--- src/rtl/shape_scan_sched.sv ---
// Per-frame shape-table scheduler: fetches one record at a time and hands it to the drawer.
// Optional build macro SHAPE_SCAN_SKIP_EMPTY_EN drops records whose ty field is zero.
module shape_scan_sched #(
  parameter int CORDW = 9,
  parameter int DATAW = 12,
  parameter int NUMW  = 12
) (
  input  logic             clk,
  input  logic             rst,
  input  logic             frame_start,
  input  logic [NUMW-1:0]  shape_count,
  output logic [NUMW-1:0]  rd_id,
  output logic             rd_trigger,
  input  logic             rd_busy,
  input  logic [DATAW-1:0] rd_ty,
  input  logic [CORDW-1:0] rd_x,
  input  logic [CORDW-1:0] rd_y,
  input  logic [DATAW-1:0] rd_size,
  input  logic [DATAW-1:0] rd_rotate,
  output logic             shp_valid,
  input  logic             shp_ready,
  output logic [NUMW-1:0]  shp_id,
  output logic [DATAW-1:0] shp_ty,
  output logic [CORDW-1:0] shp_x,
  output logic [CORDW-1:0] shp_y,
  output logic [DATAW-1:0] shp_size,
  output logic [DATAW-1:0] shp_rotate,
  output logic             scan_busy,
  output logic             scan_done,
  output logic             overrun
);

  // state   | meaning
  // IDLE    | waiting for frame_start
  // TRIG    | one-cycle fetch request for the current id
  // WAIT    | reader busy; capture record when it drops
  // PRESENT | record offered to the drawer until accepted
  // DONE    | one-cycle scan_done pulse
  localparam logic [2:0] S_IDLE    = 3'd0;
  localparam logic [2:0] S_TRIG    = 3'd1;
  localparam logic [2:0] S_WAIT    = 3'd2;
  localparam logic [2:0] S_PRESENT = 3'd3;
  localparam logic [2:0] S_DONE    = 3'd4;

  localparam logic [NUMW-1:0] ONE = {{(NUMW-1){1'b0}}, 1'b1};

  logic [2:0]       state_q, state_d;
  logic [NUMW-1:0]  count_q, count_d;
  logic [NUMW-1:0]  id_q, id_d;
  logic             shp_valid_q, shp_valid_d;
  logic [NUMW-1:0]  shp_id_q, shp_id_d;
  logic [DATAW-1:0] shp_ty_q, shp_ty_d;
  logic [CORDW-1:0] shp_x_q, shp_x_d;
  logic [CORDW-1:0] shp_y_q, shp_y_d;
  logic [DATAW-1:0] shp_size_q, shp_size_d;
  logic [DATAW-1:0] shp_rotate_q, shp_rotate_d;
  logic             overrun_q, overrun_d;
  logic             last_id;
  logic             capture;

  // count is never 0 outside IDLE/DONE, so count-1 cannot underflow where it is used
  assign last_id = (id_q == (count_q - ONE));

  always_comb begin
    state_d      = state_q;
    count_d      = count_q;
    id_d         = id_q;
    shp_valid_d  = shp_valid_q;
    shp_id_d     = shp_id_q;
    shp_ty_d     = shp_ty_q;
    shp_x_d      = shp_x_q;
    shp_y_d      = shp_y_q;
    shp_size_d   = shp_size_q;
    shp_rotate_d = shp_rotate_q;
    overrun_d    = overrun_q | (frame_start && (state_q != S_IDLE));
    capture      = 1'b0;

    case (state_q)
      S_IDLE: begin
        if (frame_start) begin
          count_d = shape_count;
          id_d    = '0;
          state_d = (shape_count == '0) ? S_DONE : S_TRIG;
        end
      end
      S_TRIG: state_d = S_WAIT;
      S_WAIT: begin
        if (!rd_busy) begin
`ifdef SHAPE_SCAN_SKIP_EMPTY_EN
          if (rd_ty == '0) begin
            if (last_id) begin
              state_d = S_DONE;
            end else begin
              id_d    = id_q + ONE;
              state_d = S_TRIG;
            end
          end else begin
            capture = 1'b1;
          end
`else
          capture = 1'b1;
`endif
        end
      end
      S_PRESENT: begin
        if (shp_ready) begin
          shp_valid_d = 1'b0;
          if (last_id) begin
            state_d = S_DONE;
          end else begin
            id_d    = id_q + ONE;
            state_d = S_TRIG;
          end
        end
      end
      S_DONE:  state_d = S_IDLE;
      default: state_d = S_IDLE;
    endcase

    if (capture) begin
      shp_valid_d  = 1'b1;
      shp_id_d     = id_q;
      shp_ty_d     = rd_ty;
      shp_x_d      = rd_x;
      shp_y_d      = rd_y;
      shp_size_d   = rd_size;
      shp_rotate_d = rd_rotate;
      state_d      = S_PRESENT;
    end
  end

  always_ff @(posedge clk) begin
    if (rst) begin
      state_q      <= S_IDLE;
      count_q      <= '0;
      id_q         <= '0;
      shp_valid_q  <= 1'b0;
      shp_id_q     <= '0;
      shp_ty_q     <= '0;
      shp_x_q      <= '0;
      shp_y_q      <= '0;
      shp_size_q   <= '0;
      shp_rotate_q <= '0;
      overrun_q    <= 1'b0;
    end else begin
      state_q      <= state_d;
      count_q      <= count_d;
      id_q         <= id_d;
      shp_valid_q  <= shp_valid_d;
      shp_id_q     <= shp_id_d;
      shp_ty_q     <= shp_ty_d;
      shp_x_q      <= shp_x_d;
      shp_y_q      <= shp_y_d;
      shp_size_q   <= shp_size_d;
      shp_rotate_q <= shp_rotate_d;
      overrun_q    <= overrun_d;
    end
  end

  assign rd_trigger = (state_q == S_TRIG);
  assign rd_id      = ((state_q == S_TRIG) || (state_q == S_WAIT) || (state_q == S_PRESENT))
                      ? id_q : '0;
  assign scan_busy  = (state_q != S_IDLE);
  assign scan_done  = (state_q == S_DONE);
  assign shp_valid  = shp_valid_q;
  assign shp_id     = shp_id_q;
  assign shp_ty     = shp_ty_q;
  assign shp_x      = shp_x_q;
  assign shp_y      = shp_y_q;
  assign shp_size   = shp_size_q;
  assign shp_rotate = shp_rotate_q;
  assign overrun    = overrun_q;

endmodule

--- config.mk ---
export PLATFORM = sky130hd
export DESIGN_NAME = shape_scan_sched
export DESIGN_NICKNAME = d
export VERILOG_FILES = /design/src/rtl/shape_scan_sched.sv
export SDC_FILE = /design/constraint.sdc
export NUM_CORES = 1
export LEC_CHECK = 0
export CAP_MARGIN = 15
export CORE_UTILIZATION = 35
export DETAILED_ROUTE_END_ITERATION = 16
export PLACE_DENSITY = 0.65
export RECOVER_POWER = 50
export SYNTH_ARGS = -nofsm -noshare
export SYNTH_HDL_FRONTEND = slang
export SYNTH_SLANG_ARGS = --single-unit
--- constraint.sdc ---
create_clock -name clk -period 2.7 [get_ports clk]
set_input_delay 0.675 -clock clk [delete_from_list [all_inputs] [get_ports clk]]
set_output_delay 0.675 -clock clk [all_outputs]
set_load 0.1 [all_outputs]
==> out/qor.txt, run 1 <==
===============================================================================================
Setup violations, final                                                                       0
Congestion Overflow GR                                                                        0
Number of maximum-capacitance violations                                                      0
Slew Limit Headroom                                                                       19.7%
Fmax achieved                                                                         0.403 GHz
Worst clock skew                                                                     0.00758 ns
Number of violations reported at the end of detailed-routing iteration 0                    160
CTS tree                                                                                  built
Post-route insts no fill                                                                    832
CTS H-tree lvls                                                                               3
Share of synthesized area occupied by flip-flops and latches                              45.3%
Number of buffers created by CTS                                                              9
Hold slack                                                                             0.453 ns
Area fraction in compound gates after synthesis                                           18.1%
Critical path required time                                                             2.93 ns
Number of global-route vias before repair                                                 4,124
Launch instance of the worst min-delay path                                        shp_size[0]$_SDFFE_PP0P_
Highest-count cells in the layout ignoring fill and taps                           nand2_1, dfxtp_1, a21oi_1
Nets                                                                                        757
Ratio of cells with drive above 1 in the final layout                                     9.58%
Number of enable flip-flop cells after synthesis                                              0
Post-placement cell count                                                                   816
Global-route wire length before repair                                                19,500 um
Number of buffers inserted by post-CTS setup repair                                           0
Final min period                                                                        2.48 ns
Setup repair after global routing missed its margin                                       false
Top-level port count                                                                        154
Main combinational cell family by area after synthesis                             simple AND/OR/NAND/NOR gates
Total clock sinks                                                                            95
Avg Cell Area, Syn                                                                    7.74 um^2
Clock input transition at the sequential cells of the worst setup and hold paths        0.06 ns
Hold Buf Count CTS                                                                            0
Routability cong.                                                                         0.835
Worst slack at placement                                                               0.237 ns
Post-route clock period utilization                                                       92.0%
DRC violation count after routing                                                             3
Slew @ Worst Pin                                                                        1.21 ns
Most frequent standard cell in the layout excluding fill and tap cells                  nand2_1
Clock buffer depth                                                                            2
Fraction of the mapped netlist area in simple logic gates                                 28.3%
Critical path startpoint                                                           count_q[2]$_SDFFE_PP0P_
Clock latency on the worst-skew pair                                                    0.35 ns
Post_cts resized                                                                              0
Post-synthesis cell type with the largest combined area                                 dfxtp_1
Horiz. Die Dim                                                                           112 um
Distinct cells, synth                                                                        50
Die Y-Extent                                                                             112 um
Xor and xnor fraction of the mapped netlist area                                          2.29%
Synthesized instance count                                                                  543
Async set-reset flop share out of synthesis                                                  0%
Post-route ant nets                                                                           0
Total track usage                                                                         19.5%
Initial antenna violation count                                                               0
Synthesis Warnings                                                                            0
Starting utilization of the core area                                                     36.3%
Maximum resistive drop on vdd                                                            546 uV
Count of input and output buffers                                                           153
Area growth syn-to-layout                                                                 41.2%
Pwr Total                                                                               4480 uW
Type of origin of the critical path                                                        flop
Yosys reg bits                                                                               95
Adder-cell area share of the yosys netlist                                               0.596%
Buffer type at the clock tree root                                                    clkbuf_16
Most common flop cell mapped by yosys                                                   dfxtp_1
Largest net degree at the start of global routing                                            66
Critical path peak fanout                                                                     9
Antenna diodes                                                                                0
Mapped Area                                                                           4200 um^2
Initial DRT Pass Iterations                                                                  11
Total negative slack for setup checks                                                      0 ns
Per-cell routed wire length                                                             14.3 um
Static leakage power                                                                 0.00208 uW
FF-to-FF Start                                                                     count_q[2]$_SDFFE_PP0P_
Pins Over Slew Limit                                                                          0
Final worst slack                                                                      0.217 ns
Sum of routed wire length over all layers                                             11,900 um
Placeable Area                                                                      11,600 um^2
HPWL Detailed                                                                           8740 um
Setup Crit Path Kind                                                                 reg -> reg
Fraction of synthesized area in multiplexers                                             0.477%
Die area                                                                            12,400 um^2
Data arrival time of the worst path                                                     2.72 ns
Critical Path End Type                                                                     flop
Violations in the final reports                                                    design-rule violations
Per-cell via count in the routed design                                                    5.05
Cell area power density                                                             756 nW/um^2
Status                                                                             finished, violations left
Via count                                                                                 4,202
Dominant cells by area after synthesis                                             dfxtp_1, nand2_1, a21oi_1
Number of standard-cell rows in the floorplan                                                39
Post-Synthesis Net Count                                                                    616
Path category of the worst min-delay check                                           reg -> reg
Share of the synthesized area in the top cell type                                        45.3%
Number of endpoints with negative hold slack in the final report                              0
===============================================================================================
==> registers in the layout, summed over array words and instances, names as in the netlist <==
register	cells
shp_ty	12
id_q	12
shp_valid	1
state_q	3
overrun	1
count_q	12
shp_y	9
shp_x	9
shp_rotate	12
shp_size	12
shp_id	12
==> Yosys cell counts (2+ instances only) <==
| cell | count |
|---|---|
| dfxtp_1 | 95 |
| nor4_1 | 5 |
| a21boi_0 | 3 |
| mux2i_1 | 2 |
| o21ai_0 | 4 |
| ha_1 | 2 |
| and3b_1 | 2 |
| xor2_1 | 2 |
| a21o_1 | 2 |
| and2_1 | 14 |
| xnor2_1 | 9 |
| nor3_1 | 4 |
| nand2_1 | 176 |
| a31oi_1 | 3 |
| o21ai_1 | 3 |
| or3b_2 | 2 |
| nor2b_1 | 3 |
| o2111ai_1 | 9 |
| a2111o_1 | 8 |
| and3_1 | 2 |
| or4_4 | 2 |
| or2_2 | 2 |
| a21oi_1 | 86 |
| nor2_1 | 13 |
| or3_1 | 5 |
| buf_6 | 2 |
| nand3_1 | 12 |
| nor3b_1 | 2 |
| nand4_1 | 4 |
| inv_1 | 6 |
| nor4_4 | 2 |
| clkbuf_1 | 39 |
==> area by class of cell <==
cell class	count	area (um^2)
clock buffers	10	239
inverters	7	26.3
multi-input cells	398	2100
repair buffers	173	1370
clock inverters	6	115
fillers	1200	5640
flip-flops and latches	95	1900
well taps	143	179
==> logic make-up after synthesis <==
kind of cell,after synthesis
buffers and inverters,50
adder cells (fa/ha/maj),2
AO/OA/AOI/OAI,125
flip-flops,95
multiplexers,2
AND/OR/NAND/NOR,258
XOR/XNOR,11
==> layer usage <==
layer | vias up | track usage [%] | part of all wire, % | wire length, um
li1 | 2122 | - | - | -
met1 | 1949 | 22.0 | 42 | 4960
met2 | 117 | 33.6 | 50 | 5910
met3 | 14 | 7.68 | 7.1 | 847
met4 | 0 | 6.76 | 1.4 | 167
met5 | - | 0 | 0 | 0
==> through the flow <==
step / instance area [um^2] / utilization [%]
3_3_place_gp: 5860 / 50.6
5_1_grt: 5930 / 51.3
2_1_floorplan: 4210 / -
3_5_place_dp: 5860 / 50.6
4_1_cts: 6210 / 53.7
6_report: 5930 / 51.3
==> report_power, final <==
group          internal [uW]  leakage (uW)  switching, uW
sequential              1500      0.000770           85.1
combinational            378       0.00113           1030
clock                    938      0.000175            548
==> critical path, cell delays in order, from the launching register on <==
cell	delay [ns]
dfxtp_1	0.40
or4_4	0.59
or4_4	0.55
nand3_2	0.10
o22ai_2	0.11
o21ai_1	0.37
a2111o_1	0.21
nand2_1	0.05
==> final timing paths <==
path	depth (start not counted)	to	slack (ns)
setup reg to reg	7	id_q[11]$_SDFFE_PP0P_	0.22
setup / recovery	7	id_q[11]$_SDFFE_PP0P_	0.22
hold / removal	2	shp_size[0]$_SDFFE_PP0P_	0.45
hold reg to reg	2	shp_size[0]$_SDFFE_PP0P_	0.45
Note: power is estimated with default switching activity, not from simulation.
==> inputs of run 2 (changes only) <==
--- a/config.mk
+++ b/config.mk
@@ -10,6 +10,7 @@
 export DETAILED_ROUTE_END_ITERATION = 16
 export PLACE_DENSITY = 0.65
 export RECOVER_POWER = 50
+export SLEW_MARGIN = 5
 export SYNTH_ARGS = -nofsm -noshare
 export SYNTH_HDL_FRONTEND = slang
 export SYNTH_SLANG_ARGS = --single-unit
==> results of run 2 <==
Final layout, timing and power as in run 1 (identical DEF).
